===== config.mk =====
export PLATFORM = sky130hd
export DESIGN_NAME = cs_window
export DESIGN_NICKNAME = d
export VERILOG_FILES = /design/src/rtl/cs_window.sv
export SDC_FILE = /design/constraint.sdc
export NUM_CORES = 1
export LEC_CHECK = 0
export ABC_CLOCK_PERIOD_IN_PS = 43000
export CAP_MARGIN = 25
export CORE_MARGIN = 2
export CORE_UTILIZATION = 30
export CTS_CLUSTER_SIZE = 24
export DETAILED_ROUTE_END_ITERATION = 8
export PLACE_DENSITY_LB_ADDON = 0.12
export SKIP_LAST_GASP = 1
export SYNTH_ARGS = -nofsm -noshare
export SYNTH_HDL_FRONTEND = slang
export SYNTH_SLANG_ARGS = --single-unit

===== constraint.sdc =====
create_clock -name clk -period 43 [get_ports clk]
set_clock_uncertainty 0.15 [all_clocks]
set_input_delay 8.6 -clock clk [delete_from_list [all_inputs] [get_ports clk]]
set_output_delay 8.6 -clock clk [all_outputs]
set_load 0.01 [all_outputs]

===== src/rtl/cs_window.sv =====
`default_nettype none
// ============================================================================
//  Module   : cs_window
//  Purpose  : Sliding-window "closest sample" filter. Keeps the last DEPTH
//             accepted samples and their running sum S, picks a window sample
//             Xa relative to the window average (largest not above it, or
//             nearest to it), and outputs Y = (S + DEPTH*Xa) >> SHIFT.
//  Ports    : clk       - clock, all state on rising edge
//             reset     - asynchronous active-low reset
//             X         - unsigned input sample (W bits)
//             in_valid  - X accepted on a rising edge while high
//             mode      - 0: largest sample <= average, 1: nearest to average
//             flush     - synchronous window clear (drops in-flight results)
//             Y         - registered result (OW bits), holds when not valid
//             out_valid - one-cycle strobe per result
//  Revision : 1.0 - initial release
// ============================================================================
module cs_window #(
    parameter int W     = 8,
    parameter int DEPTH = 9,
    parameter int SHIFT = 3,
    localparam int OW   = W + $clog2(2 * DEPTH) - SHIFT
) (
    input  logic          clk,
    input  logic          reset,
    input  logic [W-1:0]  X,
    input  logic          in_valid,
    input  logic          mode,
    input  logic          flush,
    output logic [OW-1:0] Y,
    output logic          out_valid
);

    localparam int SW   = W + $clog2(DEPTH);      // running sum / DEPTH*x width
    localparam int TW   = W + $clog2(2 * DEPTH);  // S + DEPTH*Xa width
    localparam int PTRW = $clog2(DEPTH);
    localparam int CW   = $clog2(DEPTH + 1);

    // ------------------------------------------------------------------
    // Window state
    // ------------------------------------------------------------------
    logic [W-1:0]    r_win [DEPTH];
    logic [PTRW-1:0] r_wptr;
    logic [CW-1:0]   r_cnt;
    logic [SW-1:0]   r_sum;

    // Pipeline: stage 1 marks "window after this edge is a full result",
    // stage 2 holds S + DEPTH*Xa, output stage holds Y.
    logic            r_v1;
    logic            r_mode1;
    logic            r_v2;
    logic [TW-1:0]   r_tot;
    logic [OW-1:0]   r_y;
    logic            r_ov;

    logic            w_fills;
    logic [PTRW-1:0] w_wptr_nxt;
    logic [W-1:0]    w_xa;
    logic [SW-1:0]   w_prod;
    logic [SW-1:0]   w_dist;
    logic [SW-1:0]   w_best_d;
    logic [TW-1:0]   w_tot;

    // The accepted sample completes (or keeps) a full window.
    assign w_fills    = (r_cnt == CW'(DEPTH)) || (r_cnt == CW'(DEPTH - 1));
    assign w_wptr_nxt = (r_wptr == PTRW'(DEPTH - 1)) ? '0 : r_wptr + PTRW'(1);

    always_ff @(posedge clk or negedge reset) begin
        if (!reset) begin
            for (int i = 0; i < DEPTH; i++) begin
                r_win[i] <= '0;
            end
            r_wptr <= '0;
            r_cnt  <= '0;
            r_sum  <= '0;
        end else if (flush) begin
            // Clear first, then the concurrent sample (if any) opens the new window.
            for (int i = 0; i < DEPTH; i++) begin
                r_win[i] <= '0;
            end
            if (in_valid) begin
                r_win[0] <= X;
                r_wptr   <= PTRW'(1);
                r_cnt    <= CW'(1);
                r_sum    <= SW'(X);
            end else begin
                r_wptr   <= '0;
                r_cnt    <= '0;
                r_sum    <= '0;
            end
        end else if (in_valid) begin
            // Slots not yet filled are zero, so eviction is uniform.
            r_win[r_wptr] <= X;
            r_sum         <= r_sum + SW'(X) - SW'(r_win[r_wptr]);
            r_wptr        <= w_wptr_nxt;
            if (r_cnt != CW'(DEPTH)) begin
                r_cnt <= r_cnt + CW'(1);
            end
        end
    end

    // ------------------------------------------------------------------
    // Xa search over the window as it stands after the accepting edge.
    // Compares DEPTH*x against S so no divider is needed.
    // ------------------------------------------------------------------
    always_comb begin
        w_xa     = '0;
        w_prod   = '0;
        w_dist   = '0;
        w_best_d = '1;
        for (int i = 0; i < DEPTH; i++) begin
            w_prod = SW'(DEPTH) * SW'(r_win[i]);
            w_dist = (w_prod >= r_sum) ? (w_prod - r_sum) : (r_sum - w_prod);
            if (!r_mode1) begin
                if ((w_prod <= r_sum) && (r_win[i] > w_xa)) begin
                    w_xa = r_win[i];
                end
            end else begin
                if ((i == 0) || (w_dist < w_best_d) ||
                    ((w_dist == w_best_d) && (r_win[i] < w_xa))) begin
                    w_best_d = w_dist;
                    w_xa     = r_win[i];
                end
            end
        end
    end

    assign w_tot = TW'(r_sum) + TW'(SW'(DEPTH) * SW'(w_xa));

    always_ff @(posedge clk or negedge reset) begin
        if (!reset) begin
            r_v1    <= 1'b0;
            r_mode1 <= 1'b0;
            r_v2    <= 1'b0;
            r_tot   <= '0;
            r_y     <= '0;
            r_ov    <= 1'b0;
        end else begin
            // A flushed window holds at most one sample, never a result.
            r_v1 <= in_valid && !flush && w_fills;
            if (in_valid) begin
                r_mode1 <= mode;
            end
            // Flush kills the result that would otherwise surface next cycle.
            r_v2 <= r_v1 && !flush;
            if (r_v1) begin
                r_tot <= w_tot;
            end
            r_ov <= r_v2;
            if (r_v2) begin
                r_y <= OW'(r_tot >> SHIFT);
            end
        end
    end

    assign Y         = r_y;
    assign out_valid = r_ov;

endmodule
`default_nettype wire


==> reports/qor.yml, run 1 <==
routing:
  dr_total_vias: 22500
  drc: 0
  drt_iter0_markers: 1612
  avgRoutedWirePerCell_um: 22.6
  finalWirelength_mm: 93.3
  dr.pass1.iters: 7
  route.antenna.remaining_nets: 0
  via_per_inst: 5.45
worst_setup_path:
  slowest_delay_ns: 0.78
  regToRegEndpoint: "r_tot[12]"
  cp_common_cell: "a21oi_1"
  arrival_ns: 28.67
  r2r_slack_ns: 14.49
  end_kind: "flop"
  crit_path_top_delay_cell: "a221oi_2"
  critPathKind: "flop to flop"
  critPathRequiredTime_ns: 43.16
  critPathLaunchType: "flop"
  r2r_cells: 129
  reg2reg_from: "r_win[65]"
  crit_fanout: 24
clocking:
  clock_sink_count: 116
  htreeDepth: 4
  cts_tree: "yes"
  cts_root_buf: "clkbuf_16"
  cts_buffers: 17
  post_cts_buffers: 0
  ctsLongestPathBuffers: 2
  post_cts_resized: 0
  clk_pin_slew_worst_paths_ns: 0.06
  clk_latency_ns: 0.43
  cts_hold_buffers: 0
floorplanning:
  die_x_um: 289
  start_util_pct: 30.3
  fp.dieH_um: 289
  die_area_mm2: 0.0835
  fp.coreArea_mm2: 0.0804
  row_count: 104
  io_pins: 24
timing:
  slew_viol_final: 0
  fmax_mhz: 35.1
  finalSetupViolations: 0
  tightestPinTransition_ns: 1.06
  fin_crit_sh_pct: 66.3
  worst_slack_ns: 14.49
  holdWs_ns: 0.355
  maxSlewHeadroom_pct: 28.6
  grt_setup_unrepaired: "false"
  finalHoldViolCount: 0
  fin_crit_ns: 28.51
  finalSetupTns_ns: 0
layout:
  final_cell_area_mm2: 0.0264
  area_delta_synth_final_pct: 8.46
  nets: 3595
  fill_cells: 8547
  final_common_cell: "ha_1"
  layout_common_cells: "480 x ha_1, 321 x a21oi_1, 296 x inv_1, 296 x nand2_1, 202 x nor2_1"
  drive_above_1_share_pct: 5.89
placed_design:
  placed_area_mm2: 0.0257
  dp_hpwl_mm: 72.4
  dp_slack_ns: 13.65
  gp_congestion: 0.886
  io_buffers: 23
synth:
  syn_nets: 3629
  synth_edf_count: 0
  async_flop_share_pct: 100
  syn_area_mm2: 0.0244
  synth.avg_cell_area_um2: 7.87
  yosys.cell_types.count: 105
  netlist_instances: 3096
  ys_warn_count: 0
  synth-seq-cells: 116
  ys.flop_type: "dfrtp_1"
  seq_area_frac_synth_pct: 11.9
run_status:
  status: "finished clean"
min_path:
  hold_depth: 2
  hp-class: "flop to flop"
  whs_endpoint: "r_tot[5]"
  min_from: "r_tot[5]"
grt:
  grt_pass1_wl_mm: 140
  grt.total_usage_pct: 22.1
  grt_overflow: 0
  grt_pass1_vias: 22300
  antenna_found_initial: 5
  grt_max_degree: 97
flow_run:
  timing.max_cap.violations: 0
-- Yosys cell counts (all sizes together) (45+ instances only) --
cell type | count | area, µm²
o21ai | 153 | 784
dfrtp | 116 | 2900
a21o | 131 | 983
xnor2 | 113 | 997
nor2b | 60 | 375
nand2 | 298 | 1130
clkbuf | 85 | 319
xor2 | 49 | 429
o21bai | 47 | 353
ha | 480 | 6010
mux2i | 118 | 1200
inv | 298 | 1120
a21oi | 325 | 1650
nor2 | 204 | 768
nand3 | 45 | 230
-- worst max-delay path by stage --
stage / from / to / slack (ns) / cells past startpoint
2_1_floorplan: r_win[65] / r_tot[12] / 18.59 / 131
3_3_place_gp: r_win[65] / r_tot[12] / 14.45 / 124
3_5_place_dp: r_win[65] / r_tot[12] / 13.65 / 125
4_1_cts: r_win[65] / r_tot[12] / 13.57 / 124
5_1_grt: r_win[65] / r_tot[12] / 12.16 / 133
6_report: r_win[65] / r_tot[12] / 14.49 / 129
-- per-layer routing --
layer  GRT usage [%]  part of all wire (%)  vias up
met4            4.33                   1.8        0
met1            31.5                    49    11100
li1                -                     -    10900
met3            1.54                   3.6       71
met2            36.8                    46      464
met5               0                     0        -
-- stage by stage --
stage	util (%)	std cells
2_1_floorplan	-	3096
3_3_place_gp	32.0	4100
3_5_place_dp	32.0	4100
4_1_cts	32.8	4132
5_1_grt	32.8	4136
6_report	32.8	4136
-- worst max-delay path: cells and delay by family (launching register included) --
kind / cells / cell delay [ns]
compound gates: 63 / 14.55
simple gates: 35 / 6.21
fa+ha+maj: 16 / 4.84
buf+inv: 11 / 1.34
flops: 1 / 0.47
mux: 2 / 0.39
xor+xnor: 2 / 0.37
-- registers in the layout, indices dropped and copies added (netlist names) --
name and flops:
Y 10, out_valid 1, r_cnt 4, r_mode1 1, r_sum 12, r_tot 10, r_v1 1, r_v2 1
r_win 72, r_wptr 4
-- final cells by class --
type / count / area, µm² / area share (%)
Antenna cell: 1 / 2.50 / 0.00947
Clock buffer: 20 / 467 / 1.77
Clock inverter: 12 / 201 / 0.763
Inverter: 298 / 1120 / 4.23
Multi-Input combinational cell: 2565 / 19900 / 75.2
Sequential cell: 116 / 2900 / 11.0
Tap cell: 1060 / 1330 / 5.02
Timing Repair Buffer: 64 / 528 / 2.00
-- cells by family after synthesis --
logic type / synth area share [%]
DFF: 11.9
AOI/OAI and AO/OA: 24.5
muxes: 7.27
adders and majority gates: 28.0
xor gates and xnor gates: 5.86
and+or+nand+nor: 15.9
buffers and inverters: 6.52
Power of run 1 is not shown: default switching activity piles up to over one toggle a cycle in this logic, so the estimate is an artifact.
==> run 2: changes to the inputs <==
Settings changed: ABC_CLOCK_PERIOD_IN_PS 43000 to 26500.
Clock period 43 ns to 26.5 ns, I/O delays scaled along.
==> run 2 against run 1 <==
Effect of this change:
- cell area up 2.4%
- routed wire length increased by 1.8%
- global-route usage grew 0.29 points
- critical path type unchanged
- highest routed layer is now met5
==> reports/qor.yml, run 2 (synthesis results as in run 1) <==
worst_setup_path:
  crit_path_top_delay_cell: "or3b_2"
  critPathKind: "flop to flop"
  critical_path.top_delay_family: "compound AO/OA/AOI/OAI gates"
  crit_fanout: 16  # -33%
  critPathLaunchType: "flop"
  slowest_delay_ns: 0.53  # -0.25 ns
  cp_common_cell: "ha_1"
  critPathRequiredTime_ns: 26.66  # -16.50 ns
  end_kind: "flop"
  crit_buf_inv: 11  # unchanged
  arrival_ns: 24.94  # -3.73 ns
layout:
  layout_common_cells: "479 x ha_1, 311 x a21oi_1, 297 x inv_1"
  fill_cells: 8606  # +0.69%
  drive_above_1_share_pct: 8.67  # +2.8 points
  nets: 3646  # +1.4%
  regMostFlops: "r_win"
  final_common_cell: "ha_1"
  multi_input_area_mm2: 0.0201  # +1.2%
  largestRegisters: "r_win x72, r_sum x12"
  area_delta_synth_final_pct: 11.0
  largest_register_ffs: 72  # unchanged
  register_area_mm2: 0.00291  # about the same
  final_util_pct: 33.6  # +0.78 points
timing:
  finalHoldViolCount: 0  # unchanged
  tightestPinTransition_ns: 1.07  # +0.00592 ns
  fmax_mhz: 40.3  # +15%
  finalSetupViolations: 0  # unchanged
  fin_crit_sh_pct: 93.5  # +27 points
  slew_viol_final: 0  # unchanged
  fin_crit_ns: 24.79  # -3.73 ns
  maxSlewHeadroom_pct: 28.8  # +0.15 points
clocking:
  ctsLongestPathBuffers: 2  # unchanged
  htreeDepth: 4  # unchanged
  cts_tree: "yes"
  cts_root_buf: "clkbuf_16"
  cts_hold_buffers: 0  # unchanged
  clk_pin_slew_worst_paths_ns: 0.06  # about the same
  clock_sink_count: 116  # unchanged
  clk_latency_ns: 0.43  # about the same
  cts_buffers: 17  # unchanged
floorplanning:
  die_area_mm2: 0.0835  # unchanged
  fp.coreArea_mm2: 0.0804  # unchanged
  io_pins: 24  # unchanged
  fp.dieH_um: 289  # unchanged
  start_util_pct: 30.3  # unchanged
  die_x_um: 289  # unchanged
  row_count: 104  # unchanged
grt:
  grt_pass1_vias: 22600  # +1.2%
  grt.total_usage_pct: 22.4  # +0.29 points
  antenna_found_initial: 6  # +1
  grt_max_degree: 97  # unchanged
  grt_pass1_wl_mm: 141  # +1.0%
  grt_overflow: 0  # unchanged
run_status:
  status: "finished clean"
routing:
  drc: 0  # unchanged
  dr_total_vias: 22900  # +1.8%
  via_per_inst: 5.48  # +0.56%
  route.antenna.remaining_nets: 0  # unchanged
  drt_iter0_markers: 1665  # +3.3%
  finalWirelength_mm: 95.1  # +1.8%
  avgRoutedWirePerCell_um: 22.7  # +0.60%
  dr.pass1.iters: 6  # -1
placed_design:
  dp_hpwl_mm: 74.3  # +2.6%
  gp_congestion: 0.952  # +7.4%
  io_buffers: 23  # unchanged
flow_run:
  timing.max_cap.violations: 0  # unchanged
min_path:
  hp-class: "flop to flop"
run 2: changes by cell type in the layout (fill, tap and decap cells not counted), sizes merged:
cell	delta
clkinvlp	-4
buf	+52
bufinv	-2
inv	+9
clkinv	-1
clkbuf	-3
run 2: what timing repair did:
| item | CTS | global route |
|---|---|---|
| pin swaps | 0 | 9 |
| buffers inserted | 0 | 31 |
| endpoints found under the setup margin | 7 | 10 |
| endpoints found under the hold margin | 0 | 0 |
| resized for setup | 3 | 51 |
run 2: cell type report:
cell class | instances | area share [%]
multi-input combinational | 2565 | 74.4
clock buffer | 18 | 1.62
timing repair buffer | 115 | 3.51
antenna | 1 | 0.00925
sequential | 116 | 10.7
clock inverter | 14 | 0.694
tap | 1060 | 4.90
inverter | 298 | 4.14
run 2: worst paths after layout:
check / from / to / slack (ns) / depth (start not counted)
min: r_tot[8] / r_tot[8] / 0.35 / 1
max reg2reg: r_win[65] / r_tot[12] / 1.71 / 127
min reg2reg: r_tot[8] / r_tot[8] / 0.35 / 1
max in group asynchronous: reset / r_mode1 / 20.35 / 3
max: r_win[65] / r_tot[12] / 1.71 / 127
min in group asynchronous: reset / Y[2] / 4.72 / 1
run 2: worst reg2reg max path: cells and delay by family (launching register included):
kind                       cells  cell delay (ns)
muxes                          2             0.36
buffers and inverters         11             1.46
DFF                            1             0.47
AOI/OAI and AO/OA             63            11.99
adders and majority gates     16             4.87
and+or+nand+nor               33             4.97
xor gates and xnor gates       2             0.43
run 2: through the flow:
stage,instance area [µm²],cells,setup slack [ns],TNS [ns],hold slack (ns)
after detailed placement,25900,4122,-0.118,-0.197,0.329
after CTS,26500,4154,0.133,0,0.359
final,27000,4187,1.71,0,0.354
after floorplan,24400,3096,2.09,0,0.202
after global placement,25900,4122,0.329,0,0.342
after global routing,27000,4187,-0.0660,-0.0704,0.369
run 2: routing by layer:
layer / vias up / track usage, % / routed length (µm)
li1: 11100 / - / -
met2: 545 / 36.8 / 43100
met1: 11200 / 31.7 / 46300
met4: 2 / 5.28 / 2170
met5: - / 0 / 13
met3: 101 / 1.94 / 3530
Power of run 2 is left out for the same reason.
==> run 3: changes to the inputs <==
Settings changed: SLEW_MARGIN set to 5.
==> run 3 against run 2 <==
Effect of this change:
- sequential cell count stayed put
- final cell count barely moved
- sequential share of layout area hardly changed
- non-clock buffer count increased by 1
- via count hardly changed
- core utilization hardly changed
==> reports/qor.yml, run 3 (synthesis results as in run 1) <==
clocking:
  cts_tree: "yes"
  cts_hold_buffers: 0  # unchanged
  cts_root_buf: "clkbuf_16"
  clock_sink_count: 116  # unchanged
  ctsLongestPathBuffers: 2  # unchanged
  clk_pin_slew_worst_paths_ns: 0.06  # about the same
  cts_buffers: 17  # unchanged
  htreeDepth: 4  # unchanged
  clk_latency_ns: 0.43  # about the same
routing:
  dr_wl_met2_mm: 43.1  # about the same
  route.antenna.remaining_nets: 0  # unchanged
  drt_iter0_markers: 1746  # +4.9%
  top_layer_used: "met5"
  wl_met3_mm: 4.14  # +17%
  avgRoutedWirePerCell_um: 22.7  # about the same
  drt-met1-wl_mm: 45.7  # -1.3%
  dr.pass1.iters: 5  # -1
  finalWirelength_mm: 95.1  # about the same
  dr_total_vias: 22900  # +0.035%
  via_per_inst: 5.48  # about the same
  drc: 0  # unchanged
worst_setup_path:
  cp_common_cell: "ha_1"
  slowest_delay_ns: 0.53  # about the same
  r2r_slack_ns: 1.74  # +0.03 ns
  crit_path_top_delay_cell: "or3b_2"
  regToRegEndpoint: "r_tot[12]"
  crit_buf_inv: 11  # unchanged
  critPathLaunch: "r_win[65]"
  critical_path.top_delay_family: "compound AO/OA/AOI/OAI gates"
  reg2reg_from: "r_win[65]"
  end_kind: "flop"
  critPathRequiredTime_ns: 26.65  # about the same
  crit_fanout: 16  # unchanged
  r2r_cells: 128  # +0.79%
  arrival_ns: 24.91  # -0.03 ns
  critPathKind: "flop to flop"
  critPathLaunchType: "flop"
timing:
  finalHoldViolCount: 0  # unchanged
  maxSlewHeadroom_pct: 29.9  # +1.2 points
  holdWs_ns: 0.354  # -0.00000500 ns
  slew_viol_final: 0  # unchanged
  fin_crit_ns: 24.76  # -0.0306 ns
  fmax_mhz: 40.4  # +0.12%
  fin_crit_sh_pct: 93.4  # -0.12 points
  finalSetupViolations: 0  # unchanged
  tightestPinTransition_ns: 1.05  # -0.0175 ns
flow_run:
  timing.max_cap.violations: 0  # unchanged
layout:
  instances_no_fill: 4188  # +0.024%
  fill_cells: 8606  # unchanged
  final_common_cell: "ha_1"
  regMostFlops: "r_win"
  largest_register_ffs: 72  # unchanged
  area_delta_synth_final_pct: 11.1  # about the same
  nets: 3647  # +0.027%
  largestRegisters: "r_win x72, r_sum x12"
  drive_above_1_share_pct: 8.70  # +0.029 points
  layout_common_cells: "479 x ha_1, 311 x a21oi_1, 297 x inv_1"
placed_design:
  dp_hpwl_mm: 74.3  # unchanged
  io_buffers: 23  # unchanged
  numPlacedInstances: 4122  # unchanged
  gp_congestion: 0.952  # unchanged
min_path:
  hold_depth: 1  # unchanged
  whs_endpoint: "r_tot[8]"
  hp-class: "flop to flop"
  min_from: "r_tot[8]"
run_status:
  status: "finished clean"
grt:
  grt_overflow: 0  # unchanged
  grt.total_usage_pct: 22.4  # unchanged
  grt_max_degree: 97  # unchanged
  grt_pass1_vias: 22600  # unchanged
  grt_pass1_wl_mm: 141  # unchanged
  antenna_found_initial: 6  # unchanged
floorplanning:
  fp.coreArea_mm2: 0.0804  # unchanged
  row_count: 104  # unchanged
  die_area_mm2: 0.0835  # unchanged
  fp.dieH_um: 289  # unchanged
  io_pins: 24  # unchanged
  start_util_pct: 30.3  # unchanged
  die_x_um: 289  # unchanged
[run 3: cell count changes in the layout (fill, tap and decap cells not counted)]
cell      previous run  this run
clkbuf_4             0         1
[run 3: how the worst max path moves through the flow]
stage,endpoint,cells after the start
final,r_tot[12],128
after global routing,r_tot[12],130
after CTS,r_tot[12],129
after detailed placement,r_tot[12],129
after global placement,r_tot[12],127
after floorplan,r_tot[12],131
[run 3: per-layer routing]
layer	vias up	global-route usage [%]
met5	-	0
met4	2	5.28
met3	100	1.94
met2	579	36.8
met1	11200	31.7
li1	11100	-
[run 3: cell type report]
type / count / area [µm²] / share of cell area [%]
repair buffers: 116 / 957 / 3.54
multi-input cells: 2565 / 20100 / 74.4
clock buffers: 18 / 439 / 1.62
well taps: 1060 / 1330 / 4.90
inverters: 298 / 1120 / 4.13
clock inverters: 14 / 188 / 0.694
flip-flops and latches: 116 / 2910 / 10.7
diodes: 1 / 2.50 / 0.00925
[run 3: stage by stage]
step                      worst slack (ns)  instance area, µm²  utilization (%)  TNS (ns)
after floorplan                       2.09               24400                -         0
after global placement               0.329               25900             32.2         0
after detailed placement            -0.118               25900             32.2    -0.197
after CTS                            0.133               26500             33.0         0
after global routing               -0.0660               27100             33.6   -0.0704
final                                 1.74               27100             33.6         0
[run 3: repair_timing]
action	CTS	global route
resized for setup	3	51
pin swaps	0	9
endpoints found under the setup margin	7	10
setup buffers	0	31
[run 3: worst reg2reg max path, delay by kind of cell, from the launching register on]
kind                     cells  cell delay, ns
AO/OA/AOI/OAI               63           11.65
AND/OR/NAND/NOR             34            5.19
adder cells (fa/ha/maj)     16            4.99
buffers and inverters       11            1.46
flip-flops                   1            0.47
XOR/XNOR                     2            0.42
multiplexers                 2            0.36
Power of run 3 is left out for the same reason.
